$ cat src/rtl/uart_periph_if.sv
// uart_periph_if: CPU data-bus signals shared by the data memory and the
// UART peripheral. The CPU side drives the strobes, address and write data;
// the peripheral returns combinational read data.
interface uart_periph_if;
  logic        MemRead;
  logic        MemWrite;
  logic [31:0] addr;
  logic [31:0] wdata;
  logic [31:0] rdata;

  modport master (
    output MemRead,
    output MemWrite,
    output addr,
    output wdata,
    input  rdata
  );

  modport slave (
    input  MemRead,
    input  MemWrite,
    input  addr,
    input  wdata,
    output rdata
  );
endinterface

$ cat src/rtl/uart_periph.sv
// uart_periph: memory-mapped UART for the single-cycle MIPS CPU.
//   TXD 0x4000_0018, RXD 0x4000_001C, CON 0x4000_0020.
// Optional feature macro: UART_PARITY_EN adds an even parity bit after the
// data bits (TX generates it, RX checks it). Without it frames are 8N1.
module uart_periph #(
  parameter int BAUD_DIV = 5208
) (
  input  logic         clk,
  input  logic         rst,
  uart_periph_if.slave bus,
  input  logic         rx,
  output logic         tx,
  output logic         irq
);

  localparam logic [31:0] ADDR_TXD  = 32'h4000_0018;
  localparam logic [31:0] ADDR_RXD  = 32'h4000_001C;
  localparam logic [31:0] ADDR_CON  = 32'h4000_0020;
  localparam logic [15:0] BIT_LAST  = 16'(BAUD_DIV - 1);
  localparam logic [15:0] HALF_LAST = 16'(BAUD_DIV / 2 - 1);

`ifdef UART_PARITY_EN
  typedef enum logic [2:0] {TX_IDLE, TX_START, TX_DATA, TX_PARITY, TX_STOP} tx_state_t;
  typedef enum logic [2:0] {RX_IDLE, RX_START, RX_DATA, RX_PARITY, RX_STOP} rx_state_t;

  function automatic logic even_parity(input logic [7:0] d);
    return ^d;
  endfunction
`else
  typedef enum logic [2:0] {TX_IDLE, TX_START, TX_DATA, TX_STOP} tx_state_t;
  typedef enum logic [2:0] {RX_IDLE, RX_START, RX_DATA, RX_STOP} rx_state_t;
`endif

  // Bus decode: exact 32-bit match only.
  logic sel_txd, sel_rxd, sel_con;
  logic wr_txd, wr_con, rd_rxd, rd_con;

  assign sel_txd = (bus.addr == ADDR_TXD);
  assign sel_rxd = (bus.addr == ADDR_RXD);
  assign sel_con = (bus.addr == ADDR_CON);
  assign wr_txd  = bus.MemWrite & sel_txd;
  assign wr_con  = bus.MemWrite & sel_con;
  assign rd_rxd  = bus.MemRead  & sel_rxd;
  assign rd_con  = bus.MemRead  & sel_con;

  logic unused_wdata;
  assign unused_wdata = ^bus.wdata[31:8];

  // Software-visible registers and flags.
  logic [7:0] txd_reg, rxd_reg;
  logic       tx_irq_en, rx_irq_en;
  logic       tx_done, rx_valid, overrun, frame_err, parity_err;
  logic       tx_busy;

  // ---------------- TX path ----------------
  tx_state_t   tx_state, tx_state_nx;
  logic [15:0] tx_cnt, tx_cnt_nx;
  logic [2:0]  tx_bit, tx_bit_nx;
  logic        tx_line, tx_line_nx;
  logic        tx_accept, tx_finish, tx_tick;

  assign tx_tick = (tx_cnt == BIT_LAST);
  assign tx_busy = (tx_state != TX_IDLE);

  // TX state register; the line flop resets high so tx idles at once.
  always_ff @(posedge clk or negedge rst) begin
    if (!rst) begin
      tx_state <= TX_IDLE;
      tx_cnt   <= '0;
      tx_bit   <= '0;
      tx_line  <= 1'b1;
    end else begin
      tx_state <= tx_state_nx;
      tx_cnt   <= tx_cnt_nx;
      tx_bit   <= tx_bit_nx;
      tx_line  <= tx_line_nx;
    end
  end

  // TX next-state, bit timing and serial line value for the current state.
  always_comb begin
    tx_state_nx = tx_state;
    tx_cnt_nx   = tx_cnt;
    tx_bit_nx   = tx_bit;
    tx_line_nx  = 1'b1;
    tx_accept   = 1'b0;
    tx_finish   = 1'b0;
    case (tx_state)
      TX_IDLE: begin
        if (wr_txd) begin
          tx_accept   = 1'b1;
          tx_state_nx = TX_START;
          tx_cnt_nx   = '0;
          tx_bit_nx   = '0;
        end
      end
      TX_START: begin
        tx_line_nx = 1'b0;
        if (tx_tick) begin
          tx_cnt_nx   = '0;
          tx_state_nx = TX_DATA;
        end else begin
          tx_cnt_nx = tx_cnt + 16'd1;
        end
      end
      TX_DATA: begin
        tx_line_nx = txd_reg[tx_bit];
        if (tx_tick) begin
          tx_cnt_nx = '0;
          if (tx_bit == 3'd7) begin
            tx_bit_nx   = '0;
`ifdef UART_PARITY_EN
            tx_state_nx = TX_PARITY;
`else
            tx_state_nx = TX_STOP;
`endif
          end else begin
            tx_bit_nx = tx_bit + 3'd1;
          end
        end else begin
          tx_cnt_nx = tx_cnt + 16'd1;
        end
      end
`ifdef UART_PARITY_EN
      TX_PARITY: begin
        tx_line_nx = even_parity(txd_reg);
        if (tx_tick) begin
          tx_cnt_nx   = '0;
          tx_state_nx = TX_STOP;
        end else begin
          tx_cnt_nx = tx_cnt + 16'd1;
        end
      end
`endif
      TX_STOP: begin
        tx_line_nx = 1'b1;
        if (tx_tick) begin
          tx_cnt_nx   = '0;
          tx_state_nx = TX_IDLE;
          tx_finish   = 1'b1;
        end else begin
          tx_cnt_nx = tx_cnt + 16'd1;
        end
      end
      default: tx_state_nx = TX_IDLE;
    endcase
  end

  assign tx = tx_line;

  // ---------------- RX path ----------------
  logic        rx_sync1, rx_sync2, rx_prev, rx_fall;
  rx_state_t   rx_state, rx_state_nx;
  logic [15:0] rx_cnt, rx_cnt_nx;
  logic [2:0]  rx_bit, rx_bit_nx;
  logic [7:0]  rx_shift, rx_shift_nx;
  logic        rx_ok, rx_ferr, rx_tick;
`ifdef UART_PARITY_EN
  logic        rx_par, rx_par_nx, rx_perr;
`endif

  assign rx_fall = rx_prev & ~rx_sync2;
  assign rx_tick = (rx_cnt == BIT_LAST);

  // Two-flop synchronizer plus a history flop for falling-edge detection.
  always_ff @(posedge clk or negedge rst) begin
    if (!rst) begin
      rx_sync1 <= 1'b1;
      rx_sync2 <= 1'b1;
      rx_prev  <= 1'b1;
    end else begin
      rx_sync1 <= rx;
      rx_sync2 <= rx_sync1;
      rx_prev  <= rx_sync2;
    end
  end

  // RX state register and receive shift register.
  always_ff @(posedge clk or negedge rst) begin
    if (!rst) begin
      rx_state <= RX_IDLE;
      rx_cnt   <= '0;
      rx_bit   <= '0;
      rx_shift <= '0;
`ifdef UART_PARITY_EN
      rx_par   <= 1'b0;
`endif
    end else begin
      rx_state <= rx_state_nx;
      rx_cnt   <= rx_cnt_nx;
      rx_bit   <= rx_bit_nx;
      rx_shift <= rx_shift_nx;
`ifdef UART_PARITY_EN
      rx_par   <= rx_par_nx;
`endif
    end
  end

  // RX next-state: mid-start qualification, mid-bit sampling, frame verdict.
  always_comb begin
    rx_state_nx = rx_state;
    rx_cnt_nx   = rx_cnt;
    rx_bit_nx   = rx_bit;
    rx_shift_nx = rx_shift;
    rx_ok       = 1'b0;
    rx_ferr     = 1'b0;
`ifdef UART_PARITY_EN
    rx_par_nx   = rx_par;
    rx_perr     = 1'b0;
`endif
    case (rx_state)
      RX_IDLE: begin
        if (rx_fall) begin
          rx_state_nx = RX_START;
          rx_cnt_nx   = '0;
          rx_bit_nx   = '0;
        end
      end
      RX_START: begin
        if (rx_cnt == HALF_LAST) begin
          rx_cnt_nx   = '0;
          rx_state_nx = rx_sync2 ? RX_IDLE : RX_DATA;
        end else begin
          rx_cnt_nx = rx_cnt + 16'd1;
        end
      end
      RX_DATA: begin
        if (rx_tick) begin
          rx_cnt_nx   = '0;
          rx_shift_nx = {rx_sync2, rx_shift[7:1]};
          if (rx_bit == 3'd7) begin
            rx_bit_nx   = '0;
`ifdef UART_PARITY_EN
            rx_state_nx = RX_PARITY;
`else
            rx_state_nx = RX_STOP;
`endif
          end else begin
            rx_bit_nx = rx_bit + 3'd1;
          end
        end else begin
          rx_cnt_nx = rx_cnt + 16'd1;
        end
      end
`ifdef UART_PARITY_EN
      RX_PARITY: begin
        if (rx_tick) begin
          rx_cnt_nx   = '0;
          rx_par_nx   = rx_sync2;
          rx_state_nx = RX_STOP;
        end else begin
          rx_cnt_nx = rx_cnt + 16'd1;
        end
      end
`endif
      RX_STOP: begin
        if (rx_tick) begin
          rx_cnt_nx   = '0;
          rx_state_nx = RX_IDLE;
          if (!rx_sync2) begin
            rx_ferr = 1'b1;
`ifdef UART_PARITY_EN
          end else if (even_parity(rx_shift) != rx_par) begin
            rx_perr = 1'b1;
`endif
          end else begin
            rx_ok = 1'b1;
          end
        end else begin
          rx_cnt_nx = rx_cnt + 16'd1;
        end
      end
      default: rx_state_nx = RX_IDLE;
    endcase
  end

  // ---------------- Registers and flags ----------------
  // Flag set has priority over read-side clears; CON writes touch enables only.
  always_ff @(posedge clk or negedge rst) begin
    if (!rst) begin
      txd_reg   <= '0;
      rxd_reg   <= '0;
      tx_irq_en <= 1'b0;
      rx_irq_en <= 1'b0;
      tx_done   <= 1'b0;
      rx_valid  <= 1'b0;
      overrun   <= 1'b0;
      frame_err <= 1'b0;
    end else begin
      if (tx_accept) txd_reg <= bus.wdata[7:0];
      if (wr_con) begin
        tx_irq_en <= bus.wdata[0];
        rx_irq_en <= bus.wdata[1];
      end
      if (tx_finish)   tx_done <= 1'b1;
      else if (rd_con) tx_done <= 1'b0;
      if (rx_ok)       rx_valid <= 1'b1;
      else if (rd_rxd) rx_valid <= 1'b0;
      if (rx_ok && rx_valid) overrun <= 1'b1;
      else if (rd_con)       overrun <= 1'b0;
      if (rx_ferr)     frame_err <= 1'b1;
      else if (rd_con) frame_err <= 1'b0;
      if (rx_ok) rxd_reg <= rx_shift;
    end
  end

`ifdef UART_PARITY_EN
  // Sticky parity error, cleared by a CON read.
  always_ff @(posedge clk or negedge rst) begin
    if (!rst)         parity_err <= 1'b0;
    else if (rx_perr) parity_err <= 1'b1;
    else if (rd_con)  parity_err <= 1'b0;
  end
`else
  assign parity_err = 1'b0;
`endif

  assign irq = (tx_irq_en & tx_done) | (rx_irq_en & rx_valid);

  logic [31:0] rdata_c;

  // Combinational read mux; zero unless this block is addressed by a read.
  always_comb begin
    rdata_c = '0;
    if (bus.MemRead) begin
      if (sel_txd)      rdata_c = {24'h0, txd_reg};
      else if (sel_rxd) rdata_c = {24'h0, rxd_reg};
      else if (sel_con) rdata_c = {24'h0, parity_err, frame_err, overrun, tx_busy,
                                   rx_valid, tx_done, rx_irq_en, tx_irq_en};
    end
  end

  assign bus.rdata = rdata_c;

endmodule

$ cat src/flat_wrapper.sv
// flat-port wrapper written by rule: the top's interface ports become plain ports
module uart_periph_flat 
#(
  parameter int BAUD_DIV = 5208
)
  (clk, rst, rx, tx, irq, bus_MemRead, bus_MemWrite, bus_addr, bus_wdata, bus_rdata);
  uart_periph_if bus_i ();
  input  logic clk;
  input  logic rst;
  input  logic rx;
  output logic tx;
  output logic irq;
  input wire logic [$bits(bus_i.MemRead)-1:0] bus_MemRead;
  input wire logic [$bits(bus_i.MemWrite)-1:0] bus_MemWrite;
  input wire logic [$bits(bus_i.addr)-1:0] bus_addr;
  input wire logic [$bits(bus_i.wdata)-1:0] bus_wdata;
  output wire logic [$bits(bus_i.rdata)-1:0] bus_rdata;
  assign bus_i.MemRead = bus_MemRead;
  assign bus_i.MemWrite = bus_MemWrite;
  assign bus_i.addr = bus_addr;
  assign bus_i.wdata = bus_wdata;
  assign bus_rdata = bus_i.rdata;
  uart_periph #(.BAUD_DIV(BAUD_DIV)) u_core (.clk(clk), .rst(rst), .bus(bus_i), .rx(rx), .tx(tx), .irq(irq));
endmodule
$ cat config.mk
export PLATFORM = sky130hd
export DESIGN_NAME = uart_periph_flat
export DESIGN_NICKNAME = d
export VERILOG_FILES = /design/src/rtl/uart_periph_if.sv /design/src/rtl/uart_periph.sv /design/src/flat_wrapper.sv
export SDC_FILE = /design/constraint.sdc
export NUM_CORES = 1
export LEC_CHECK = 0
export CORE_MARGIN = 3
export CORE_UTILIZATION = 40
export DETAILED_ROUTE_END_ITERATION = 8
export GPL_ROUTABILITY_DRIVEN = 0
export PLACE_DENSITY = 0.69
export SETUP_SLACK_MARGIN = 0.5
export SYNTH_ARGS = -nofsm -noshare
export SYNTH_HDL_FRONTEND = slang
export SYNTH_SLANG_ARGS = --single-unit
$ cat constraint.sdc
create_clock -name clk -period 4.45 [get_ports clk]
set_clock_uncertainty 0.1 [all_clocks]
set_input_delay 0.6675 -clock clk [delete_from_list [all_inputs] [get_ports clk]]
set_output_delay 0.6675 -clock clk [all_outputs]
set_load 0.01 [all_outputs]
# [After elaboration in Yosys (flattened, before gate mapping)]
# Cells that the tools add are included.
[classes] reduce_logical=21 n_bitwise=9 add_sub_neg=4 muxes=51 order_cmp=1 eq_ne=24
[op_table] operator="equality test 32 x 31 -> 1 bit (second input constant)" count=3
[op_table] operator="2-to-1 mux 32 bit" count=3
[op_table] operator="2-to-1 mux 16 bit" count=5
[op_table] operator="2-to-1 mux 3 bit" count=16
[op_table] operator="one-hot mux 16 bit (3 select lines)" count=1
[op_table] operator="adder 16 x 1 -> 16 bit (second input constant)" count=2
[op_table] operator="equality test 16 x 13 -> 1 bit (second input constant)" count=2
[op_table] operator="one-hot mux 16 bit (2 select lines)" count=1
[op_table] operator="one-hot mux 3 bit (4 select lines)" count=2
[op_table] operator="inequality test 2 x 1 -> 1 bit (second input constant)" count=10
[op_table] operator="2-to-1 mux 1 bit" count=17
[op_table] operator="equality test 16 x 12 -> 1 bit (second input constant)" count=1
[op_table] operator="nonzero test 2 bit" count=7
[op_table] operator="equality test 3 x 2 -> 1 bit (second input constant)" count=4
[op_table] operator="one-hot mux 3 bit (2 select lines)" count=2
[op_table] operator="AND reduction 5 bit" count=2
[op_table] operator="AND 1 bit" count=7
[op_table] operator="2-to-1 mux 7 bit" count=1
[op_table] operator="adder 3 x 1 -> 3 bit (second input constant)" count=2
[op_table] operator="equality test 3 x 1 -> 1 bit (second input constant)" count=2
[op_table] operator="equality test 3 bit (second input constant)" count=2
[op_table] operator="logical NOT 3 bit" count=2
[op_table] operator="AND reduction 2 bit" count=3
[op_table] operator="AND reduction 3 bit" count=2
[op_table] operator="10 further kinds" count=11
[totals] reg_bits=78 output_inout_bits=34

# [Longest topological paths before layout]
# Gate-level depths: netlist (run 1).
[logic_depth] word_depth=5 ltp_mapped=8 depth_no_buf=6

# [Least setup slack after synthesis (run 1)]
# Ideal clock, no wire load.
[synth_timing] path_type="input to output" start="input bus_addr[18]" end="output bus_rdata[7]" n_path_buf=0 path_slack_ns=1.586 required_ns=3.682 arrival_ns=2.097 cell_stages=5 cell_sequence="nor4_1 > nand4_1 > nor3_1 > a32oi_1 > nor2b_1"
[synth_via] elab_chain_len=4
[synth_rtl] item="from (decl)" line="flat_wrapper.sv:15" text="input wire logic [$bits(bus_i.addr)-1:0] bus_addr;"
[synth_rtl] item="equality test 32 x 31 -> 1 bit" line="uart_periph.sv:39" text="assign sel_rxd = (bus.addr == ADDR_RXD);"
[synth_rtl] item="2-to-1 mux 32 bit" line="uart_periph.sv:327" text="else if (sel_rxd) rdata_c = {24'h0, rxd_reg};"
[synth_rtl] item="2-to-1 mux 32 bit (*)" line="uart_periph.sv:326" text="if (sel_txd) rdata_c = {24'h0, txd_reg};"
[synth_rtl] item="2-to-1 mux 32 bit (*)" line="uart_periph.sv:325" text="if (bus.MemRead) begin"
[synth_rtl] item="to (decl)" line="flat_wrapper.sv:17" text="output wire logic [$bits(bus_i.rdata)-1:0] bus_rdata;"
# Every way passes the cells marked *; elsewhere a longest branch is shown, timed or not.

# [Worst setup path in the final report (run 1)]
[layout_timing] start="input bus_addr[9]" end="output bus_rdata[7]"
# The elaborated chain is that of the path after synthesis.

==> results.py, run 1 <==
metrics = {
    "outcome": {
        "status": "finished, final reports clean",
    },
    "global_routing": {
        "grtUsageTotal_pct": 15.7,
        "grt_max_degree": 77,
        "first_global_vias": 3206,
        "grt_pass1_wl_mm": 15.3,
        "antenna_found_initial": 0,
        "overflow": 0,
    },
    "route": {
        "ant_nets": 0,
        "wl_mm": 9.60,
        "dr.first_iter.drc_count": 275,
        "wl_per_cell_um": 15.5,
        "firstDrtPassIters": 4,
        "viasPerCell": 5.57,
        "drc": 0,
        "vias": 3455,
    },
    "timing": {
        "max_freq_mhz": 267,
        "slew_viol_final": 0,
        "worst_pin_slew_ps": 942,
        "finalHoldViolCount": 0,
        "fin_hold_ws_ps": 271,
        "slew-limit-headroom_pct": 37.2,
        "finalCritPeriodShare_pct": 84.1,
        "setup_viol": 0,
        "tns_ps": 0,
        "grt_setup_unrepaired": "no",
        "fin_crit_ps": 3740,
    },
    "worst_hold_path": {
        "hold_path_end": "u_core.rx_sync2",
        "worstHoldPathType": "flip-flop to flip-flop",
        "hold-path-cell-count": 0,
        "worstHoldStart": "u_core.rx_sync1",
    },
    "cells_and_area": {
        "mostFrequentLayoutCells": "dfrtp_1, clkdlybuf4s50_1, nand2_1, conb_1, nor2_1",
        "fin_nets": 559,
        "syn_to_final_growth_pct": 18.5,
        "reg_top3": "u_core.rx_cnt: 16 flops, u_core.tx_cnt: 16 flops",
        "finalInstanceArea_um2": 5110,
        "multiInputGateArea_um2": 2210,
        "final_util_pct": 49.1,
        "drive_gt1_share_pct": 11.6,
        "nFillCells": 967,
        "finalNonFillerCells": 620,
        "final_common_cell": "dfrtp_1",
        "diodes": 0,
        "regArea_um2": 1910,
    },
    "synthesis": {
        "synth_top_family_by_area": "simple AND/OR/NAND/NOR gates",
        "syn_area_um2": 4310,
        "synth_edf_count": 0,
        "yosys_warnings": 0,
        "synth_mux_area_share_pct": 8.85,
        "synth_seq_cells": 76,
        "synth-seq-area-share_pct": 44.2,
        "netlist.area_leader.share_pct": 41.8,
        "synth-simple-area-share_pct": 20.3,
        "synth_xor_area_share_pct": 0,
        "synthTopCellsByArea": "dfrtp_1, mux2_1, buf_4",
        "synthFlopType": "dfrtp_1",
        "avgSynthCellArea_um2": 10.2,
        "synth_compound_area_share_pct": 16.3,
        "async_flop_share_pct": 100,
        "synth_top_area_cell": "dfrtp_1",
        "synthDistinctLibCells": 66,
        "netlist_instances": 421,
        "synth_fa_ha_area_share_pct": 3.19,
    },
    "power": {
        "power_leakage_nw": 2.22,
        "vdd_ir_drop_max_v": 0.000151,
        "power.density_nw_per_um2": 307,
    },
    "critical_path": {
        "crit_fanout": 5,
        "worstSetupStartpoint": "bus_addr[9]",
        "rr_startpoint": "u_core.tx_state[0]",
        "cp-start-kind": "input pin",
        "r2r_cells": 5,
        "required_ps": 3680,
        "crit_type": "input pin to output pin",
        "cp_top_family": "buffers and inverters",
        "worstPathCellList": "clkdlybuf4s50_1 > nor4_1 > nand4_1 > buf_4 > nor3_2 > a32oi_1 > nor2b_1 > clkdlybuf4s50_1",
        "cpMostUsedCell": "clkdlybuf4s50_1",
        "max_stage_delay_ps": 550,
        "path_buf_inv": 3,
        "cp-end-kind": "output pin",
        "r2r-end": "u_core.tx_cnt[10]",
        "cp_data_arrival_time_ps": 2970,
        "rrSetupSlack_ps": 1910,
        "cpMaxStageDelayCell": "clkdlybuf4s50_1",
    },
    "place": {
        "placed_cells": 599,
        "dp_hpwl_mm": 6.76,
        "port_buffers": 54,
        "place_area_um2": 4860,
    },
    "floorplanning": {
        "core_um2": 10400,
        "initial_utilization_pct": 41.4,
        "fp.dieW_um": 110,
        "dieArea_um2": 12100,
        "ios": 103,
        "fp.dieH_um": 110,
        "num_rows": 37,
    },
    "clocking": {
        "cts_tree": "done",
        "path_clk_slew_ps": 80,
        "cts_hold_buf": 0,
        "cts_sinks": 76,
        "cts_root_buf": "clkbuf_8",
        "clock_path_buffers": 2,
        "clkLatencyLatePin_ps": 360,
        "htreeDepth": 3,
        "cts_made_buffers": 9,
    },
    "flow_run": {
        "max_cap_violations": 0,
    },
}
-- stage by stage --
step | power, mW | setup WS, ps
floorplan | 1.02 | 1590
global placement | 1.06 | 415
detailed placement | 1.07 | 380
CTS | 1.59 | 596
global route | 1.67 | 574
finish | 1.57 | 709
-- logic make-up (layout without fill, tap and decap cells) --
family                     Yosys count  after routing
and+or+nand+nor                    149            150
AOI/OAI and AO/OA                  103            103
DFF                                 76             76
buffers and inverters               49             88
muxes                               32             32
adders and majority gates           11             11
other                                1             24
-- synth_stat cells (8+ instances only) --
master   number
inv_1        11
o21ai_0      15
nor4_1        8
a22o_1       10
dfrtp_1      72
ha_1         11
nand4_1      10
mux2_2        9
nor3_1       14
nand2_1      35
a21oi_1      14
o21ai_1      12
mux2_1       20
nor2_1       21
nand3_1      12
buf_4        25
a31oi_1      16
-- where the power goes --
part | total (mW) | leakage (nW) | switching [mW] | internal [mW]
Combinational | 0.295 | 1.10 | 0.174 | 0.121
Sequential | 0.767 | 1.03 | 0.0478 | 0.719
Clock | 0.509 | 0.0951 | 0.292 | 0.217
Total | 1.57 | 2.22 | 0.515 | 1.06
-- cell type report --
cell class | count | share of cell area, %
sequential | 76 | 37.3
inverter | 11 | 0.808
timing repair buffer | 61 | 11.6
multi-input combinational | 320 | 43.2
clock buffer | 9 | 2.42
tap | 136 | 3.33
clock inverter | 7 | 1.37
-- worst register-to-register path, delay by kind of cell (launching register included) --
kind                     cells  cell delay (ps)
AO/OA/AOI/OAI                1              420
adder cells (fa/ha/maj)      1              370
buffers and inverters        1              110
flip-flops                   1              400
AND/OR/NAND/NOR              2             1040
-- worst max-delay path by stage --
stage,endpoint,cells past startpoint
after floorplan,bus_rdata[7],5
after global placement,bus_rdata[6],7
after detailed placement,bus_rdata[5],7
after CTS,bus_rdata[5],7
after global routing,bus_rdata[4],8
final,bus_rdata[7],8
-- metal layers --
layer | up-vias | routed length (um) | GRT usage [%]
met1 | 1676 | 4410 | 20.6
met3 | 4 | 690 | 4.52
li1 | 1671 | - | -
met2 | 104 | 4450 | 25.7
met5 | - | 0 | 0
met4 | 0 | 51 | 3.56
-- repair_timing --
action,CTS,global route
buffers inserted,2,2
pin swaps,1,3
cloned,0,1
endpoints found under the setup margin,8,8
resized for setup,2,0
Power figures use the tool's default switching activity.
==> run 2, diff against run 1 <==
clock period = 3.8 ns   (was 4.45 ns; I/O delays follow)
==> run 2 against run 1 <==
- worst setup slack got worse by 71 ps
- sequential cell count did not move
- critical endpoint is now bus_rdata[6]
- total power is 25% higher
- largest cell class unchanged
- combinational power is 18% higher
- critical path depth grew 1
- count of clock-buffer cells in the layout did not move
- core utilization rose by 0.67 points
- sequential power grew 17%
- critical path type unchanged
- final cell count is 0.16% higher
- largest power group unchanged
==> results.py, run 2 (same netlist as run 1, synthesis figures left out) <==
metrics = {
    "floorplanning": {
        "num_rows": 37,
        "fp.dieW_um": 110,
        "core_um2": 10400,
        "fp.dieH_um": 110,
        "ios": 103,
        "dieArea_um2": 12100,
        "initial_utilization_pct": 41.4,
    },
    "critical_path": {
        "cp-end-kind": "output pin",
        "max_stage_delay_ps": 440,
        "r2r-end": "u_core.tx_cnt[8]",
        "crit_fanout": 9,
        "rrSetupSlack_ps": 1270,
        "rr_startpoint": "u_core.tx_state[0]",
        "cpMaxStageDelayCell": "clkdlybuf4s50_1",
        "r2r_cells": 5,
        "crit_type": "input pin to output pin",
        "worstPathCellList": "clkdlybuf4s50_1 > nor4_4 > nand4_1 > buf_4 > nor3_2 > buf_4 > a221oi_1 > nor2_1 > dlygate4sd2_1",
        "cpMostUsedCell": "buf_4",
        "critPathCapture": "bus_rdata[6]",
        "worstSetupStartpoint": "bus_addr[23]",
        "cp-start-kind": "input pin",
        "cp_data_arrival_time_ps": 2490,
        "required_ps": 3130,
    },
    "cells_and_area": {
        "reg_top3": "u_core.rx_cnt: 16 flops, u_core.tx_cnt: 16 flops",
        "mostFrequentLayoutCells": "dfrtp_1, clkdlybuf4s50_1, nand2_1, conb_1, nor2_1",
        "regArea_um2": 1910,
        "multiInputGateArea_um2": 2240,
        "fin_nets": 560,
        "syn_to_final_growth_pct": 20.2,
        "diodes": 0,
        "nFillCells": 925,
        "final_common_cell": "dfrtp_1",
        "finalNonFillerCells": 621,
        "drive_gt1_share_pct": 12.6,
    },
    "power": {
        "vdd_ir_drop_max_v": 0.000236,
        "power.density_nw_per_um2": 378,
        "p_sw_uw": 591,
        "p_comb_share_pct": 17.7,
        "intPower_mw": 1.37,
        "clockPowerShare_pct": 36.4,
        "p_seq_share_pct": 45.9,
        "power_leakage_nw": 2.26,
        "switching_share_pct": 30.2,
    },
    "clocking": {
        "clkLatencyLatePin_ps": 350,
        "path_clk_slew_ps": 90,
        "cts_made_buffers": 9,
        "htreeDepth": 3,
        "cts_sinks": 76,
        "cts_tree": "done",
        "clock_path_buffers": 2,
        "cts_root_buf": "clkbuf_8",
    },
    "timing": {
        "max_freq_mhz": 316,
        "finalHoldViolCount": 0,
        "worst_pin_slew_ps": 925,
        "grt_setup_unrepaired": "yes",
        "finalCritPeriodShare_pct": 83.2,
        "slew_viol_final": 0,
        "fin_crit_ps": 3160,
        "tns_ps": 0,
        "setup_viol": 0,
        "setup_slack_ps": 637,
        "slew-limit-headroom_pct": 38.4,
    },
    "route": {
        "wl_mm": 9.53,
        "ant_nets": 0,
        "vias": 3476,
        "viasPerCell": 5.60,
        "dr.first_iter.drc_count": 181,
        "firstDrtPassIters": 4,
        "wl_per_cell_um": 15.3,
        "drc": 0,
    },
    "global_routing": {
        "grtUsageTotal_pct": 16.1,
        "overflow": 0,
        "grt_pass1_wl_mm": 15.7,
        "grt_max_degree": 77,
        "antenna_found_initial": 0,
        "first_global_vias": 3269,
    },
    "place": {
        "placed_cells": 601,
        "dp_hpwl_mm": 6.76,
        "pre_cts_slack_ps": 210,
        "port_buffers": 54,
    },
    "flow_run": {
        "max_cap_violations": 0,
    },
    "outcome": {
        "status": "finished, final reports clean",
    },
    "worst_hold_path": {
        "worstHoldPathType": "input pin to asynchronous set/reset pin",
    },
}
## run 2: changes by cell type in the layout (fill, tap and decap cells not counted), sizes merged
cell / change
clkdlybuf4s15: +1
clkinv: -3
buf: +2
bufinv: +2
dlygate4sd2: +7
clkdlybuf4s50: -8
nor3: -1
inv: +1
## run 2: layer usage
layer	share of wire, %	up-vias	GRT usage (%)
li1	-	1665	-
met1	45	1690	21.5
met2	46	109	25.7
met3	7.7	12	4.17
met4	1.5	0	4.99
met5	0	-	0
## run 2: worst max-delay path: cells and delay by family
family          cells  cell delay [ps]
buf+inv             4             1090
compound gates      1               90
simple gates        4              740
## run 2: through the flow
step	hold WS [ps]	total power, mW	cell area, um2	util, %
after floorplan	174	1.19	4400	-
after global placement	262	1.24	4880	46.8
after detailed placement	258	1.26	4880	46.8
after CTS	270	1.98	5150	49.5
after global routing	274	2.06	5180	49.7
final	247	1.96	5180	49.7
## run 2: power by group through the flow
stage | Clock [mW] | Combinational (mW) | Sequential (mW)
2_1_floorplan | 0 | 0.307 | 0.884
6_report | 0.713 | 0.347 | 0.898
3_5_place_dp | 0 | 0.343 | 0.912
5_1_grt | 0.763 | 0.393 | 0.906
4_1_cts | 0.733 | 0.346 | 0.898
3_3_place_gp | 0 | 0.333 | 0.910
## run 2: area by class of cell
type,instances,area share (%)
Clock buffer,9,2.39
Timing Repair Buffer,63,11.5
Inverter,11,0.797
Sequential cell,76,36.8
Tap cell,136,3.29
Multi-Input combinational cell,319,43.2
Clock inverter,7,2.03
## run 2: timing repair
action / CTS / global route
hold buffers: 0 / 0
resized for setup: 12 / 6
pin swaps: 4 / 1
setup buffers: 4 / 0
setup endpoints to repair: 8 / 4
## run 2: how the worst min path moves through the flow
stage,from,cells after the start,slack (ps),to
2_1_floorplan,rst,0,170,u_core.frame_err
3_3_place_gp,u_core.rx_sync1,0,260,u_core.rx_sync2
3_5_place_dp,u_core.rx_sync1,0,260,u_core.rx_sync2
4_1_cts,u_core.rx_sync1,0,270,u_core.rx_sync2
5_1_grt,u_core.rx_sync1,0,270,u_core.rx_sync2
6_report,rst,1,250,u_core.rx_shift[5]
==> run 3, diff against run 2 <==
PLACE_DENSITY = 0.71   (was 0.69)
clock period = 2.6 ns   (was 3.8 ns; I/O delays follow)
==> run 3 against run 2 <==
- global-route usage is 1.3 points higher
- worst setup slack worse by 360 ps
- first-iteration DRC count is 44% higher
- hold slack worse by 170 ps
- clock power is 32% higher
- non-clock buffer count is 45 higher
- total power is 67% higher
- critical endpoint is now u_core.rx_cnt[2]
==> results.py, run 3 (same netlist as run 1, synthesis figures left out) <==
metrics = {
    "outcome": {
        "status": "finished, final reports clean",
    },
    "place": {
        "port_buffers": 54,
        "place_area_um2": 5120,
        "dp_hpwl_mm": 7.22,
    },
    "cells_and_area": {
        "final_common_cell": "dfrtp_1",
        "fin_nets": 606,
        "drive_gt1_share_pct": 39.5,
        "diodes": 0,
        "reg_top3": "u_core.rx_cnt: 16 flops, u_core.tx_cnt: 16 flops",
        "final_util_pct": 58.1,
        "finalInstanceArea_um2": 6050,
        "mostFrequentLayoutCells": "dfrtp_1, buf_4, nand2_1, conb_1, buf_6",
        "syn_to_final_growth_pct": 40.4,
    },
    "global_routing": {
        "grt_max_degree": 77,
        "grt_pass1_wl_mm": 16.7,
        "first_global_vias": 3553,
        "overflow": 0,
        "grtUsageTotal_pct": 17.5,
        "antenna_found_initial": 0,
    },
    "floorplanning": {
        "num_rows": 37,
        "initial_utilization_pct": 41.4,
        "ios": 103,
        "dieArea_um2": 12100,
        "fp.dieH_um": 110,
        "fp.dieW_um": 110,
        "core_um2": 10400,
    },
    "route": {
        "dr.first_iter.drc_count": 261,
        "vias": 3874,
        "drc": 0,
        "wl_mm": 11.9,
        "ant_nets": 0,
        "firstDrtPassIters": 6,
        "viasPerCell": 5.81,
        "wl_per_cell_um": 17.8,
    },
    "clocking": {
        "cts_made_buffers": 9,
        "path_clk_slew_ps": 90,
        "clkLatencyLatePin_ps": 360,
        "cts_sinks": 76,
        "htreeDepth": 3,
        "cts_tree": "done",
        "cts_hold_buf": 0,
        "clock_path_buffers": 2,
        "cts_root_buf": "clkbuf_8",
    },
    "timing": {
        "finalCritPeriodShare_pct": 89.2,
        "max_freq_mhz": 431,
        "worst_pin_slew_ps": 951,
        "slew-limit-headroom_pct": 36.6,
        "slew_viol_final": 0,
        "grt_setup_unrepaired": "yes",
        "fin_crit_ps": 2320,
        "setup_viol": 0,
        "finalHoldViolCount": 0,
    },
    "flow_run": {
        "max_cap_violations": 0,
    },
    "power": {
        "power_leakage_nw": 2.71,
        "vdd_ir_drop_max_v": 0.000307,
        "power.density_nw_per_um2": 541,
    },
    "worst_hold_path": {
        "worstHoldPathType": "input pin to asynchronous set/reset pin",
    },
    "critical_path": {
        "max_stage_delay_ps": 520,
        "cpMaxStageDelayCell": "dfrtp_1",
        "required_ps": 2770,
        "crit_type": "flip-flop to flip-flop",
        "cp-end-kind": "flip-flop",
        "crit_fanout": 8,
        "cp_data_arrival_time_ps": 2480,
        "worstPathCellList": "nand4bb_1 > nor4_4 > buf_6 > a211oi_4 > clkbuf_16 > or2b_1 > a31oi_1",
        "cp-start-kind": "flip-flop",
    },
}
run 3: cell types whose count changed in the layout (fill, tap and decap cells not counted), moves of 5 or more:
| cell | delta |
|---|---|
| o21ai_2 | +16 |
| mux2_4 | +16 |
| buf_2 | +18 |
| buf_6 | +22 |
| clkdlybuf4s50_1 | -32 |
| a21oi_2 | +8 |
| nand2_1 | -6 |
| o21ai_0 | -13 |
| clkdlybuf4s15_1 | +5 |
| mux2_1 | -16 |
| buf_4 | +24 |
| a21oi_1 | -10 |
run 3: power by group:
group          internal [mW]  switching, mW  leakage [nW]  total, mW
clock network          0.458          0.486        0.0984      0.944
registers               1.23         0.0995          1.02       1.33
logic                  0.508          0.491          1.59      0.999
total                   2.20           1.08          2.71       3.28
run 3: routing by layer:
layer / vias to the layer above / GRT usage, % / part of all wire (%)
met1: 1928 / 23.0 / 42
met2: 159 / 28.9 / 49
met4: 0 / 5.25 / 2.1
li1: 1762 / - / -
met5: - / 0 / 0
met3: 25 / 3.64 / 7.3
run 3: critical path, delay by kind of cell (launching register included):
| kind | cells | cell delay (ps) |
|---|---|---|
| and+or+nand+nor | 3 | 590 |
| buffers and inverters | 2 | 400 |
| DFF | 1 | 520 |
| AOI/OAI and AO/OA | 2 | 620 |
run 3: through the flow:
step	power [mW]	TNS [ps]	instances	hold slack [ps]	setup WS (ps)
finish	3.28	0	667	72.3	282
global route	3.42	0	667	149	170
CTS	2.98	0	651	104	360
detailed placement	1.89	-3560	619	248	-447
global placement	1.88	-3190	619	247	-417
floorplan	1.74	0	444	-5.59	416
run 3: layout make-up:
type,count,area [um2]
sequential,76,1910
inverter,11,41.3
tap,136,170
clock buffer,9,124
multi-input combinational,320,2720
clock inverter,7,82.6
fill,839,4360
timing repair buffer,108,1000
run 3: repair_timing:
| item | in CTS | in global routing |
|---|---|---|
| hold endpoints to repair | 0 | 0 |
| setup endpoints to repair | 62 | 64 |
| setup buffers | 13 | 14 |
| gates cloned | 3 | 2 |
| gates resized for setup | 175 | 89 |
| pin swaps | 28 | 37 |
run 3: worst paths after layout:
| path | depth (start not counted) | to | from | slack [ps] |
|---|---|---|---|---|
| max | 7 | u_core.rx_cnt[2] | u_core.rx_cnt[2] | 280 |
| min | 1 | u_core.rxd_reg[2] | rst | 70 |
| max reg2reg | 7 | u_core.rx_cnt[2] | u_core.rx_cnt[2] | 280 |
| min reg2reg | 0 | u_core.rx_sync2 | u_core.rx_sync1 | 260 |
| max in group asynchronous | 1 | u_core.rx_cnt[8] | rst | 1660 |
| min in group clk | 0 | u_core.rx_sync2 | u_core.rx_sync1 | 260 |
